--- src/rtl/div_ctrl_pkg.sv ---
// Shared CPU defines slice: divide engine and divide issue/retire controller
// state encodings plus small result-field helpers.
package div_ctrl_pkg;

    localparam int DATA_W = 32;

    typedef enum logic [1:0] {
        DIV_FREE   = 2'b00,
        DIV_BYZERO = 2'b01,
        DIV_ON     = 2'b10,
        DIV_END    = 2'b11
    } div_state_e;

    typedef enum logic [1:0] {
        DIVC_IDLE = 2'b00,
        DIVC_BUSY = 2'b01,
        DIVC_DONE = 2'b10
    } divc_state_e;

    // Engine result packs {remainder, quotient}.
    function automatic logic [DATA_W-1:0] div_res_hi(input logic [2*DATA_W-1:0] res);
        return res[2*DATA_W-1:DATA_W];
    endfunction

    function automatic logic [DATA_W-1:0] div_res_lo(input logic [2*DATA_W-1:0] res);
        return res[DATA_W-1:0];
    endfunction

endpackage

--- src/rtl/div_ctrl.sv ---
// EX-stage issue/retire controller for the multi-cycle divide engine: issues
// DIV/DIVU, stalls until the engine succeeds, latches HI/LO, cancels on flush.
module div_ctrl
    import div_ctrl_pkg::*;
(
    input  logic                clk,
    input  logic                rst,
    input  logic                div_op_i,
    input  logic                signed_op_i,
    input  logic [DATA_W-1:0]   opa_i,
    input  logic [DATA_W-1:0]   opb_i,
    input  logic                flush_i,
    input  logic                hold_i,
    output logic                div_start_o,
    output logic                div_cancel_o,
    output logic                div_signed_o,
    output logic [DATA_W-1:0]   div_dividend_o,
    output logic [DATA_W-1:0]   div_divider_o,
    input  logic [2*DATA_W-1:0] div_result_i,
    input  logic                div_success_i,
    output logic                stall_req_o,
    output logic [DATA_W-1:0]   hi_o,
    output logic [DATA_W-1:0]   lo_o,
    output logic                hilo_valid_o
);

    divc_state_e         state_q, state_d;
    logic                start_q, start_d;
    logic                signed_q, signed_d;
    logic [DATA_W-1:0]   dividend_q, dividend_d;
    logic [DATA_W-1:0]   divider_q, divider_d;
    logic [DATA_W-1:0]   hi_q, hi_d;
    logic [DATA_W-1:0]   lo_q, lo_d;
    logic                valid_q, valid_d;

    // Next-state and next-output computation for the controller FSM.
    always_comb begin
        state_d    = state_q;
        start_d    = start_q;
        signed_d   = signed_q;
        dividend_d = dividend_q;
        divider_d  = divider_q;
        hi_d       = hi_q;
        lo_d       = lo_q;
        valid_d    = valid_q;
        case (state_q)
            DIVC_IDLE: begin
                // A still-high success is the previous op's tail: wait it out.
                if (div_op_i && !flush_i && !div_success_i) begin
                    state_d    = DIVC_BUSY;
                    start_d    = 1'b1;
                    signed_d   = signed_op_i;
                    dividend_d = opa_i;
                    divider_d  = opb_i;
                end else begin
                    state_d = DIVC_IDLE;
                    start_d = 1'b0;
                end
                valid_d = 1'b0;
            end
            DIVC_BUSY: begin
                if (flush_i) begin
                    state_d = DIVC_IDLE;
                    start_d = 1'b0;
                    valid_d = 1'b0;
                end else if (div_success_i) begin
                    state_d = DIVC_DONE;
                    start_d = 1'b0;
                    hi_d    = div_res_hi(div_result_i);
                    lo_d    = div_res_lo(div_result_i);
                    valid_d = 1'b1;
                end else begin
                    state_d = DIVC_BUSY;
                    start_d = 1'b1;
                    valid_d = 1'b0;
                end
            end
            DIVC_DONE: begin
                start_d = 1'b0;
                if (flush_i || !hold_i) begin
                    state_d = DIVC_IDLE;
                    valid_d = 1'b0;
                end else begin
                    state_d = DIVC_DONE;
                    valid_d = 1'b1;
                end
            end
            default: begin
                state_d = DIVC_IDLE;
                start_d = 1'b0;
                valid_d = 1'b0;
            end
        endcase
    end

    // State and registered outputs; everything clears on synchronous reset.
    always_ff @(posedge clk) begin
        if (rst) begin
            state_q    <= DIVC_IDLE;
            start_q    <= 1'b0;
            signed_q   <= 1'b0;
            dividend_q <= {DATA_W{1'b0}};
            divider_q  <= {DATA_W{1'b0}};
            hi_q       <= {DATA_W{1'b0}};
            lo_q       <= {DATA_W{1'b0}};
            valid_q    <= 1'b0;
        end else begin
            state_q    <= state_d;
            start_q    <= start_d;
            signed_q   <= signed_d;
            dividend_q <= dividend_d;
            divider_q  <= divider_d;
            hi_q       <= hi_d;
            lo_q       <= lo_d;
            valid_q    <= valid_d;
        end
    end

    // Stall and cancel must react within the cycle, so they decode state directly.
    always_comb begin
        stall_req_o  = 1'b0;
        div_cancel_o = 1'b0;
        case (state_q)
            DIVC_IDLE: begin
                stall_req_o  = div_op_i && !flush_i;
                div_cancel_o = 1'b0;
            end
            DIVC_BUSY: begin
                stall_req_o  = 1'b1;
                div_cancel_o = flush_i;
            end
            DIVC_DONE: begin
                stall_req_o  = 1'b0;
                div_cancel_o = 1'b0;
            end
            default: begin
                stall_req_o  = 1'b0;
                div_cancel_o = 1'b0;
            end
        endcase
    end

    assign div_start_o    = start_q;
    assign div_signed_o   = signed_q;
    assign div_dividend_o = dividend_q;
    assign div_divider_o  = divider_q;
    assign hi_o           = hi_q;
    assign lo_o           = lo_q;
    assign hilo_valid_o   = valid_q;

endmodule

--- config.mk ---
export PLATFORM = sky130hd
export DESIGN_NAME = div_ctrl
export DESIGN_NICKNAME = d
export VERILOG_FILES = /design/src/rtl/div_ctrl_pkg.sv /design/src/rtl/div_ctrl.sv
export SDC_FILE = /design/constraint.sdc
export NUM_CORES = 1
export LEC_CHECK = 0
export ABC_AREA = 1
export CORE_ASPECT_RATIO = 1.75
export CORE_MARGIN = 3
export CORE_UTILIZATION = 44
export CTS_CLUSTER_SIZE = 10
export DETAILED_ROUTE_END_ITERATION = 8
export PLACE_DENSITY = 0.85
export SYNTH_ARGS = -nofsm -noshare
export SYNTH_HDL_FRONTEND = slang
export SYNTH_SLANG_ARGS = --single-unit
--- constraint.sdc ---
create_clock -name clk -period 2.1 [get_ports clk]
set_clock_uncertainty 0.1 [all_clocks]
set_input_delay 0.21 -clock clk [delete_from_list [all_inputs] [get_ports clk]]
set_output_delay 0.21 -clock clk [all_outputs]
set_load 0.005 [all_outputs]
==> results.txt, run 1 <==
crit path launch type - register
NumNets Final - 1117
Synth Instances - 740
share of the synthesized area in the top cell type - 0.490
combinational cell fraction of total power - 0.118
Seq cells post-synth - 133
largest family of logic cells by synthesized area - simple AND/OR/NAND/NOR gates
CP Class - reg2out
Post-Route WL - 17000 µm
total power - 6.59 mW
met2 GRT Util - 0.428
CP bufs+invs - 3
Initial Utilization - 0.450
max cap viols - 0
M1 GR Usage - 0.266
# diodes - 0
Internal - 5.08 mW
Skew-Pair Late Insertion Delay - 0.40 ns
Port Buffer Count - 267
crit share post-route - 0.957
CP required - 1.79 ns
max_slew headroom - 0.536
H-tree levels - 4
final hold vios - 0
synthesis-to-finish area growth - 61.7%
PD cells - 750 mW/mm²
DR WL/cell - 14.7 µm
synthesized cell area - 0.00543 mm²
Setup violations, final - 0
WP data arrival - 1.70 ns
most used cell, CP - inv_1
Placer Congestion - 0.820
share of layout cells above drive strength 1 - 0.0575
Die Width - 90.0 µm
fin crit period - 2.01 ns
num rows - 53
critical path, cell by cell - inv_1 -> ha_4 -> nand2_1 -> inv_1 -> clkdlybuf4s50_1
peak supply drop - 0.679 mV
yosys warns - 0
Fmax achieved - 497 MHz
vias - 5702
pin count of the biggest net entering global routing - 67
Reg power frac - 0.400
dpl hpwl - 11800 µm
Net Sw Frac - 0.229
run status - complete, no violations
DRT iter0 DRCs - 277
top cells by area, synth - dfxtp_1 49%, nand2_1 9.3%, nor2_1 9.3%
mux cell area share after synthesis - 0
All-Layer GR Usage - 0.244
area of the core - 0.0121 mm²
CP endpoint kind - primary output
TNS Setup - 0 ns
Cell variety after synth - 16
CP max FO - 6
CTS tree - yes
# IOs - 268
hold_buf cts - 0
GRT Max-Usage Layer - met2
DRC errors left - 0
pre-CTS WS - 0.177 ns
first-pass GRT wire length - 27100 µm
clock transition at the registers of the reported paths - 0.06 ns
GRT met3 Usage - 0.0798
CP top delay family - buffers and inverters
Syn Area/Cell - 7.34 µm²
DIE HEIGHT - 153 µm
post-synthesis sequential area ratio - 0.490
Compound-Gate Fraction of Synth Area - 0.0617
total die area - 0.0138 mm²
CP peak stage delay - 0.50 ns
vias per std cell - 4.93
Reg area - 0.00266 mm²
min-delay worst type - in2reg
Clock Tree Buf Depth - 2
Synthesized Nets - 879
CTS Buf Count - 17
Worst-Margin Slew - 0.695 ns
CTS root buf - clkbuf_16
P_leak - 3.49 nW
vias in the first global route - 5250
detailed-router iteration count before antenna repair - 4
multi-input logic area - 0.00218 mm²
XOR/XNOR Fraction of Synth Area - 0
synthesized-area fraction occupied by adder cells - 0.00921
slack of the critical path - 0.0898 ns
Layout fillers - 968
switching power - 1.51 mW
largest area contributor in the netlist - dfxtp_1
initial antenna violation count - 0
Final Max Tran Viols - 0
GRT Residual Overflow - 0
slowest CP cell - clkdlybuf4s50_1
final antenna-violating net count - 0
Synth Area in Simple Gates - 0.324
Clock Sinks - 133
Clock power frac - 0.482
sequential cells by signal (all words and copies together) (netlist names):
name            flops
div_dividend_o     32
state_q             2
hilo_valid_o        1
div_divider_o      32
div_start_o         1
hi_o               32
div_signed_o        1
lo_o               32
logic make-up (layout without fill, tap and decap cells):
family                   count (synthesis)  count (layout)
buffers and inverters                  135             386
flip-flops                             133             133
AND/OR/NAND/NOR                        401             401
adder cells (fa/ha/maj)                  4               4
AO/OA/AOI/OAI                           67              67
layout by cell type (no fill, tap or decap), drive strengths merged:
cell           instances
clkinvlp               3
clkinv                 3
dfxtp                133
ha                     4
nand4                 64
a21oi                 67
nand3                 68
clkdlybuf4s50        264
bufinv                 4
nor2                 134
inv                   75
dlymetal6s2s           1
buf                   17
clkbuf                19
nand2                134
or2                    1
synth_stat cells:
cell type    n
nand3_1     67
dfxtp_1    133
nor2_1     134
or2_2        1
a21oi_1     67
buf_2       32
clkbuf_1    12
buf_6        9
nand4_1     64
buf_4        3
nand2_1    134
nand3_2      1
buf_1        7
ha_1         4
inv_2        1
inv_1       71
per-stage QoR:
step | hold WS (ns) | instances | instance area [µm²] | util
5_1_grt | 0.0879 | 1156 | 8780 | 0.728
3_5_place_dp | 0.352 | 1124 | 8130 | 0.674
4_1_cts | 0.0728 | 1156 | 8770 | 0.727
2_1_floorplan | 0.274 | 740 | 5430 | -
3_3_place_gp | 0.347 | 1124 | 8130 | 0.674
6_report | 0.0850 | 1156 | 8780 | 0.728
area by class of cell:
class	count	area share
Timing Repair Buffer	282	0.322
Sequential cell	133	0.303
Multi-Input combinational cell	472	0.248
Clock buffer	19	0.0504
Inverter	72	0.0308
Tap cell	165	0.0235
Clock inverter	13	0.0222
layer usage:
| layer | vias to the layer above | part of all wire | wire [µm] |
|---|---|---|---|
| li1 | 2852 | - | - |
| met1 | 2616 | 0.38 | 6520 |
| met2 | 202 | 0.52 | 8800 |
| met3 | 32 | 0.068 | 1160 |
| met4 | 0 | 0.028 | 480 |
| met5 | - | 0 | 0 |
worst reg2reg max path, cell delays in order (launching register included):
cell     delay (ns)
dfxtp_1        0.32
inv_1          0.11
ha_1           0.22
nand2_1        0.12
nor2_4         0.12
buf_12         0.25
nand3_1        0.19
nand2_1        0.09
nor2_1         0.05
path summary, 6_finish.rpt:
check | slack, ns | endpoint | start | cells past startpoint
min | 0.09 | lo_o[5]$_SDFFE_PP0P_ | div_success_i | 3
max | 0.09 | div_cancel_o | state_q[1]$_SDFF_PP0_ | 5
min reg2reg | 0.36 | lo_o[7]$_SDFFE_PP0P_ | lo_o[7]$_SDFFE_PP0P_ | 2
max reg2reg | 0.43 | div_divider_o[19]$_SDFFE_PP0P_ | state_q[1]$_SDFF_PP0_ | 8
power groups by stage:
stage / Combinational [mW] / Sequential, mW / Clock [mW]
global placement: 0.775 / 2.69 / 0
CTS: 0.784 / 2.64 / 3.24
global route: 0.851 / 2.65 / 3.36
finish: 0.778 / 2.64 / 3.17
detailed placement: 0.780 / 2.69 / 0
floorplan: 0.297 / 2.70 / 0
timing repair:
| item | 4_1_cts | 5_1_grt |
|---|---|---|
| resized for setup | 0 | 2 |
| cloned | 0 | 0 |
| setup buffers | 0 | 0 |
| pin swaps | 0 | 0 |
| hold endpoints to repair | 0 | 0 |
| endpoints found under the setup margin | 1 | 2 |
(Power assumes the default switching activity.)
==> run 2, diff against run 1 <==
CORE_MARGIN = default   (was 3)
==> results.txt, run 2 (synthesized netlist as in run 1, its figures left out) <==
final core utilization - 0.726
# diodes - 0
min-delay worst type - in2reg
Clock Tree Buf Depth - 2
most frequent cells in the layout - 264 x clkdlybuf4s50_1, 134 x nand2_1, 133 x dfxtp_1, 132 x nor2_1, 68 x inv_1
critical path, cell by cell - ha_4 -> nand2_1 -> inv_1 -> clkdlybuf4s50_1
vias in the first global route - 5283
Post-Route WL - 16300 µm
worst reg2reg path startpoint - state_q[0]$_SDFF_PP0_
area of the core - 0.0120 mm²
vias - 5726
Skew-Pair Late Insertion Delay - 0.39 ns
max cap viols - 0
P_leak - 3.46 nW
hold endpoint - lo_o[19]$_SDFFE_PP0P_
Worst R2R Setup Slack - 0.50 ns
dpl hpwl - 11300 µm
TNS Setup - 0 ns
peak supply drop - 0.589 mV
final antenna-violating net count - 0
commonest non-fill, non-tap cell in the layout - clkdlybuf4s50_1
synthesis-to-finish area growth - 60.3%
All-Layer GR Usage - 0.253
max_slew headroom - 0.569
final hold vios - 0
CP bufs+invs - 2
H-tree levels - 4
vias per std cell - 4.95
initial antenna violation count - 0
Placer Congestion - 0.818
unrepaired setup endpoints after global routing - no
DR WL/cell - 14.1 µm
CP peak stage delay - 0.53 ns
pin count of the biggest net entering global routing - 67
DRT iter0 DRCs - 308
crit share post-route - 0.928
num rows - 53
CP endpoint kind - primary output
DIE HEIGHT - 149 µm
detailed-router iteration count before antenna repair - 5
CP top delay family - buffers and inverters
PD cells - 719 mW/mm²
CTS Buf Count - 17
Fmax achieved - 513 MHz
slowest CP cell - clkdlybuf4s50_1
hold depth - 2
reg2reg path depth - 8
first-pass GRT wire length - 25700 µm
DRC errors left - 0
reg2reg end - div_divider_o[25]$_SDFFE_PP0P_
hold_sp - rst
setup bufs post-CTS - 0
WP data arrival - 1.64 ns
fin crit period - 1.95 ns
GRT Residual Overflow - 0
Crit path depth - 4
NumNets Final - 1117
CP max FO - 5
clock transition at the registers of the reported paths - 0.06 ns
Initial Utilization - 0.453
crit path launch type - register
run status - complete, no violations
CP Class - reg2out
Final Max Tran Viols - 0
Worst-Margin Slew - 0.647 ns
Die Width - 86.0 µm
total die area - 0.0128 mm²
Setup violations, final - 0
Port Buffer Count - 267
share of layout cells above drive strength 1 - 0.0605
Clock Sinks - 133
CTS tree - yes
# IOs - 268
CP required - 1.79 ns
CTS root buf - clkbuf_16
==> run 2: how the worst max path moves through the flow <==
stage / slack, ns / endpoint / startpoint
final: 0.15 / div_cancel_o / state_q[0]$_SDFF_PP0_
after CTS: 0.02 / stall_req_o / state_q[1]$_SDFF_PP0_
after floorplan: 0.69 / div_dividend_o[23]$_SDFFE_PP0P_ / state_q[0]$_SDFF_PP0_
after detailed placement: 0.16 / hi_o[16]$_SDFFE_PP0P_ / flush_i
after global routing: 0.06 / div_cancel_o / state_q[0]$_SDFF_PP0_
after global placement: 0.21 / hilo_valid_o$_SDFF_PP0_ / flush_i
==> run 2: power by group <==
group	total [mW]	switching, mW	internal (mW)
Sequential	2.64	0.0366	2.60
Combinational	0.779	0.335	0.444
Clock	2.85	1.14	1.71
==> run 2: metal layers <==
metal | track usage | part of all wire
met4 | 0.124 | 0.033
met2 | 0.439 | 0.52
met1 | 0.282 | 0.38
met3 | 0.0659 | 0.069
met5 | 0 | 0
==> run 2: area by class of cell <==
| cell class | count | area, µm² |
|---|---|---|
| Sequential cell | 133 | 2660 |
| Multi-Input combinational cell | 472 | 2180 |
| Tap cell | 165 | 206 |
| Fill cell | 931 | 3290 |
| Clock buffer | 19 | 453 |
| Timing Repair Buffer | 282 | 2820 |
| Inverter | 72 | 270 |
| Clock inverter | 13 | 123 |
==> run 2: timing repair <==
item	CTS	global route
hold buffers	0	0
endpoints found under the hold margin	0	0
resized for setup	0	4
setup endpoints to repair	0	2
==> run 2: metrics by stage <==
step | instance area, µm² | hold slack (ns) | total power, mW | setup WS [ns] | cells
3_3_place_gp | 8120 | 0.347 | 3.46 | 0.207 | 1124
5_1_grt | 8710 | 0.141 | 6.51 | 0.0579 | 1156
3_5_place_dp | 8120 | 0.351 | 3.47 | 0.159 | 1124
2_1_floorplan | 5430 | 0.274 | 3.00 | 0.687 | 740
6_report | 8710 | 0.142 | 6.26 | 0.152 | 1156
4_1_cts | 8690 | 0.121 | 6.32 | 0.0225 | 1156
==> run 3, diff against run 2 <==
CORE_UTILIZATION = 37   (was 44)
MAX_ROUTING_LAYER = met4   (was default)
PLACE_DENSITY = 0.76   (was 0.85)
clock period = 1.72 ns   (was 2.1 ns; I/O delays follow)
==> results.txt, run 3 (synthesized netlist as in run 1, its figures left out) <==
run status - complete, no violations
Fmax achieved - 609 MHz
Port Buffer Count - 267
vias in the first global route - 5120
non-filler cells in the finished layout - 1181
crit path from - state_q[0]$_SDFF_PP0_
CTS tree - yes
Clock power frac - 0.480
CP endpoint kind - primary output
clock transition at the registers of the reported paths - 0.06 ns
slack of the critical path - 0.0775 ns
unrepaired setup endpoints after global routing - no
max cap viols - 0
Die Width - 93.6 µm
Internal - 6.11 mW
min-delay worst type - in2reg
NumNets Final - 1127
worst reg2reg path startpoint - state_q[1]$_SDFF_PP0_
Clock Sinks - 133
CP required - 1.45 ns
P_leak - 3.55 nW
Net Sw Frac - 0.243
reg2reg path depth - 6
crit share post-route - 0.955
DRC errors left - 0
# diodes - 0
fin crit period - 1.64 ns
GRT Residual Overflow - 0
Placer Congestion - 0.817
PD cells - 905 mW/mm²
# IOs - 268
most frequent cells in the layout - 263 x clkdlybuf4s50_1, 134 x nand2_1, 132 x nor2_1, 131 x dfxtp_1, 67 x a21oi_1
CP max FO - 3
peak supply drop - 0.771 mV
area of the core - 0.0144 mm²
vias - 5624
Worst-Margin Slew - 0.468 ns
first-pass GRT wire length - 26400 µm
final hold vios - 0
combinational cell fraction of total power - 0.121
Clock Tree Buf Depth - 2
pre-CTS WS - 0.0123 ns
DIE HEIGHT - 162 µm
total die area - 0.0152 mm²
Final Max Tran Viols - 0
max_slew headroom - 0.688
share of layout cells above drive strength 1 - 0.0729
detailed-router iteration count before antenna repair - 4
Setup violations, final - 0
crit path launch type - register
dpl hpwl - 12000 µm
commonest non-fill, non-tap cell in the layout - clkdlybuf4s50_1
CP peak stage delay - 0.37 ns
final antenna-violating net count - 0
pin count of the biggest net entering global routing - 51
Initial Utilization - 0.378
final core utilization - 0.620
hold_sp - div_success_i
placed cell count - 1146
slowest CP cell - dfxtp_4
WP data arrival - 1.37 ns
critical path, cell by cell - inv_2 -> ha_4 -> nand3_2 -> nand2_1 -> dlygate4sd2_1
hold endpoint - lo_o[8]$_SDFFE_PP0P_
DRT iter0 DRCs - 284
initial antenna violation count - 0
CP Class - reg2out
Worst R2R Setup Slack - 0.11 ns
H-tree levels - 4
Post-Route WL - 17300 µm
Layout fillers - 1281
reg2reg end - lo_o[22]$_SDFFE_PP0P_
num rows - 58
Skew-Pair Late Insertion Delay - 0.41 ns
hold depth - 3
DR WL/cell - 14.7 µm
synthesis-to-finish area growth - 64.0%
Reg power frac - 0.399
switching power - 1.96 mW
vias per std cell - 4.76
TNS Setup - 0 ns
All-Layer GR Usage - 0.232
CTS root buf - clkbuf_16
CTS Buf Count - 17
## run 3: cell count changes in the layout (fill, tap and decap cells not counted), sizes merged, moves of 2 or more
cell         previous run  this run
buf                    17        26
bufinv                  1         3
clkinv                  4         2
clkinvlp                4         2
dlygate4sd2             0         2
inv                    76        79
## run 3: layer usage
layer | track usage | share of wire
met2 | 0.390 | 0.51
met1 | 0.251 | 0.39
met4 | 0.119 | 0.041
met3 | 0.0562 | 0.059
met5 | - | 0
## run 3: critical path, delay by kind of cell, from the launching register on
family / cells / cell delay [ns]
flip-flops: 1 / 0.37
AND/OR/NAND/NOR: 2 / 0.12
buffers and inverters: 2 / 0.30
adder cells (fa/ha/maj): 1 / 0.17
## run 3: final cells by class
type / instances / area (µm²) / share of cell area
sequential: 133 / 2670 / 0.299
tap: 180 / 225 / 0.0253
multi-input combinational: 472 / 2190 / 0.246
inverter: 72 / 273 / 0.0306
timing repair buffer: 292 / 2930 / 0.328
clock buffer: 18 / 439 / 0.0493
clock inverter: 14 / 191 / 0.0215
## run 3: power groups by stage
| stage | Clock, mW | Combinational, mW | Sequential, mW |
|---|---|---|---|
| floorplan | 0 | 0.363 | 3.29 |
| detailed placement | 0 | 0.974 | 3.29 |
| finish | 3.87 | 0.978 | 3.22 |
| global placement | 0 | 0.971 | 3.28 |
| global route | 4.09 | 1.06 | 3.23 |
| CTS | 3.94 | 0.984 | 3.22 |
## run 3: per-stage QoR
step,instance area [µm²],hold WS (ns),total power [mW]
2_1_floorplan,5430,0.236,3.66
6_report,8910,0.0243,8.06
3_3_place_gp,8230,0.348,4.25
3_5_place_dp,8230,0.352,4.26
5_1_grt,8910,0.0481,8.38
4_1_cts,8910,0.0132,8.14
## run 3: what timing repair did
item,in CTS,in global routing
setup buffers,2,0
setup endpoints to repair,2,1
gates resized for setup,11,1
hold buffers,1,0
hold endpoints to repair,2,0
pin swaps,2,0
## run 3: worst max-delay path by stage
| stage | endpoint | slack [ns] |
|---|---|---|
| floorplan | div_dividend_o[23]$_SDFFE_PP0P_ | 0.31 |
| global placement | div_divider_o[28]$_SDFFE_PP0P_ | 0.06 |
| detailed placement | div_divider_o[18]$_SDFFE_PP0P_ | 0.01 |
| CTS | stall_req_o | 0.05 |
| global route | lo_o[22]$_SDFFE_PP0P_ | 0.004 |
| finish | stall_req_o | 0.08 |
==> RTL change (flow settings as in run 3) <==
Make the reset (`rst`) asynchronous in one clocked block. Comments in the files are not updated.
--- a/src/rtl/div_ctrl.sv
+++ b/src/rtl/div_ctrl.sv
@@ -96,3 +96,3 @@
     // State and registered outputs; everything clears on synchronous reset.
-    always_ff @(posedge clk) begin
+    always_ff @(posedge clk or posedge rst) begin
         if (rst) begin
Behaviour: differs if rst is asserted again (counterexample within 4 cycles, from zero or initial values and one cycle with rst high); with rst held inactive, the same outputs for 4 cycles.
==> RTL change against run 3 <==
The flow now finishes with violations (setup timing). Count of clock-buffer cells in the layout grew 2. Final area grew 0.13%. Setup slack lost 0.15 ns. Die area shrank 2.2%. Area after synthesis shrank 2.3%. Sequential cell count is the same. Non-clock buffer count is the same. Routed wire length shrank 16%. Utilization grew 2.1 points. Critical path depth grew 2.
Power is not compared: it rests on default switching activity, and its combinational part moved more than twofold at a synthesized area within 25%.
==> RTL change: results (changes against run 3) <==
[detailed_routing]
wl_per_cell_um = 14.0  ; was 14.7 um
drtIter0Drc = 179  ; was 284
drt_pre_antenna_iters = 6  ; was 4
drc = 0  ; unchanged
vias_per_cell = 4.57  ; was 4.76
num_vias = 4782  ; was 5624

[place]
place_area_um2 = 8240  ; was 8230 um2
dp.cells = 1009  ; was 1146
hpwlAfterDp_mm = 10.5  ; was 12.0 mm
gp_routability_congestion = 0.782  ; was 0.817

[global_route]
grt_max_degree = 70  ; was 51
track_usage = 0.205  ; was 0.232
grt_first_pass_wirelength_mm = 22.8  ; was 26.4 mm
antenna_found_initial = 0  ; unchanged
grt_pass1_vias = 4618  ; was 5120

[critical_path]
timing.rr.end = div_divider_o[25]  ; was lo_o[22]
crit_fanout = 3  ; unchanged
ff2ff_setup_slack_ns = 0.07  ; was 0.11 ns
reg2reg_depth = 10  ; was 6
arrival_ns = 1.52  ; was 1.37 ns
cpPeakStageDelay_ns = 0.35  ; was 0.37 ns
critPathSlowestCell = dfrtp_1  ; was dfxtp_4
cp_top_family = flip-flops  ; unchanged
crit_end = stall_req_o  ; unchanged
r2r-start = state_q[1]  ; unchanged

[synthesis]
synth_fp_nets = 719  ; was 879
synth_cells = 580  ; was 740
synth_cell_types = 18  ; was 16
synth_area_leaders = dfrtp_1 63%, nand2_1 14%, nand3_1 6.3%  ; was dfxtp_1 49%, nand2_1 9.3%, nor2_1 9.3%
synth-edff-count = 0  ; unchanged
ys_seq_area_frac = 0.627  ; was 0.490
synth-async-reset-ratio = 1.00  ; was 0
synthTopCellsByCount = 200 x nand2_1, 133 x dfrtp_1, 70 x inv_1  ; was 134 x nand2_1, 134 x nor2_1, 133 x dfxtp_1

[status]
outcome = finished with violations  ; was finished, final reports clean
violations = setup timing

[cells_and_area]
diodes = 0  ; unchanged
drive_gt1_frac = 0.0806  ; was 0.0729
fill_cells = 1147  ; was 1281
area_growth_syn_to_layout_pct = 68.1  ; was 64.0%

[cts]
clk_latency_ns = 0.39  ; was 0.41 ns
path_clk_slew_ns = 0.06  ; about the same

[power]
p_total_mw = 10.6
leakage_nw = 4.38

[sta]
relSlewSlack = 0.742  ; was 0.688
layout_setup_ws_ns = -0.0682  ; was 0.0775 ns
setup_viol = 1  ; was 0
finalHoldViolCount = 0  ; unchanged
fin_tns_setup_ns = -0.0682  ; was 0 ns

[hold_path]
hold_path.class = in2async  ; was in2reg

==> RTL change: timing repair <==
item / in CTS / in global routing
pin swaps: 3 / 1
buffers inserted: 2 / 3
cloned: 0 / 0
endpoints found under the setup margin: 2 / 60
gates resized for setup: 16 / 4
==> RTL change: area by class of cell <==
type	instances	area share
Clock buffer	20	0.0501
Clock inverter	12	0.0174
Inverter	71	0.0303
Multi-Input combinational cell	341	0.173
Sequential cell	133	0.373
Tap cell	177	0.0248
Timing Repair Buffer	292	0.331
==> RTL change: cells by family (layout without fill, tap and decap cells) <==
family / after synthesis / after routing / share of synthesized area
AND/OR/NAND/NOR: 271 / 271 / 0.210
adder cells (fa/ha/maj): 4 / 4 / 0.00943
buffers and inverters: 106 / 395 / 0.0912
flip-flops: 133 / 133 / 0.627
AO/OA/AOI/OAI: 66 / 66 / 0.0627
==> RTL change: layer usage <==
layer	share of wire	vias up	track usage
li1	-	2354	-
met1	0.38	2209	0.225
met2	0.52	183	0.347
met3	0.055	36	0.0459
met4	0.038	0	0.101
met5	0	-	-
==> RTL change: worst min-delay path by stage <==
stage / cells after the start / start / slack (ns) / end
6_report: 3 / rst / 0.15 / lo_o[23]
5_1_grt: 3 / rst / 0.17 / lo_o[23]
4_1_cts: 3 / rst / 0.16 / lo_o[28]
3_5_place_dp: 2 / div_dividend_o[21] / 0.36 / div_dividend_o[21]
3_3_place_gp: 2 / div_dividend_o[15] / 0.35 / div_dividend_o[15]
2_1_floorplan: 2 / div_result_i[32] / 0.20 / hi_o[0]
==> RTL change: metrics by stage <==
step / hold slack (ns) / worst slack [ns]
6_report: 0.145 / -0.0682
5_1_grt: 0.169 / -0.113
4_1_cts: 0.156 / -0.104
3_5_place_dp: 0.358 / -0.0753
3_3_place_gp: 0.353 / -0.0497
2_1_floorplan: 0.203 / -0.203
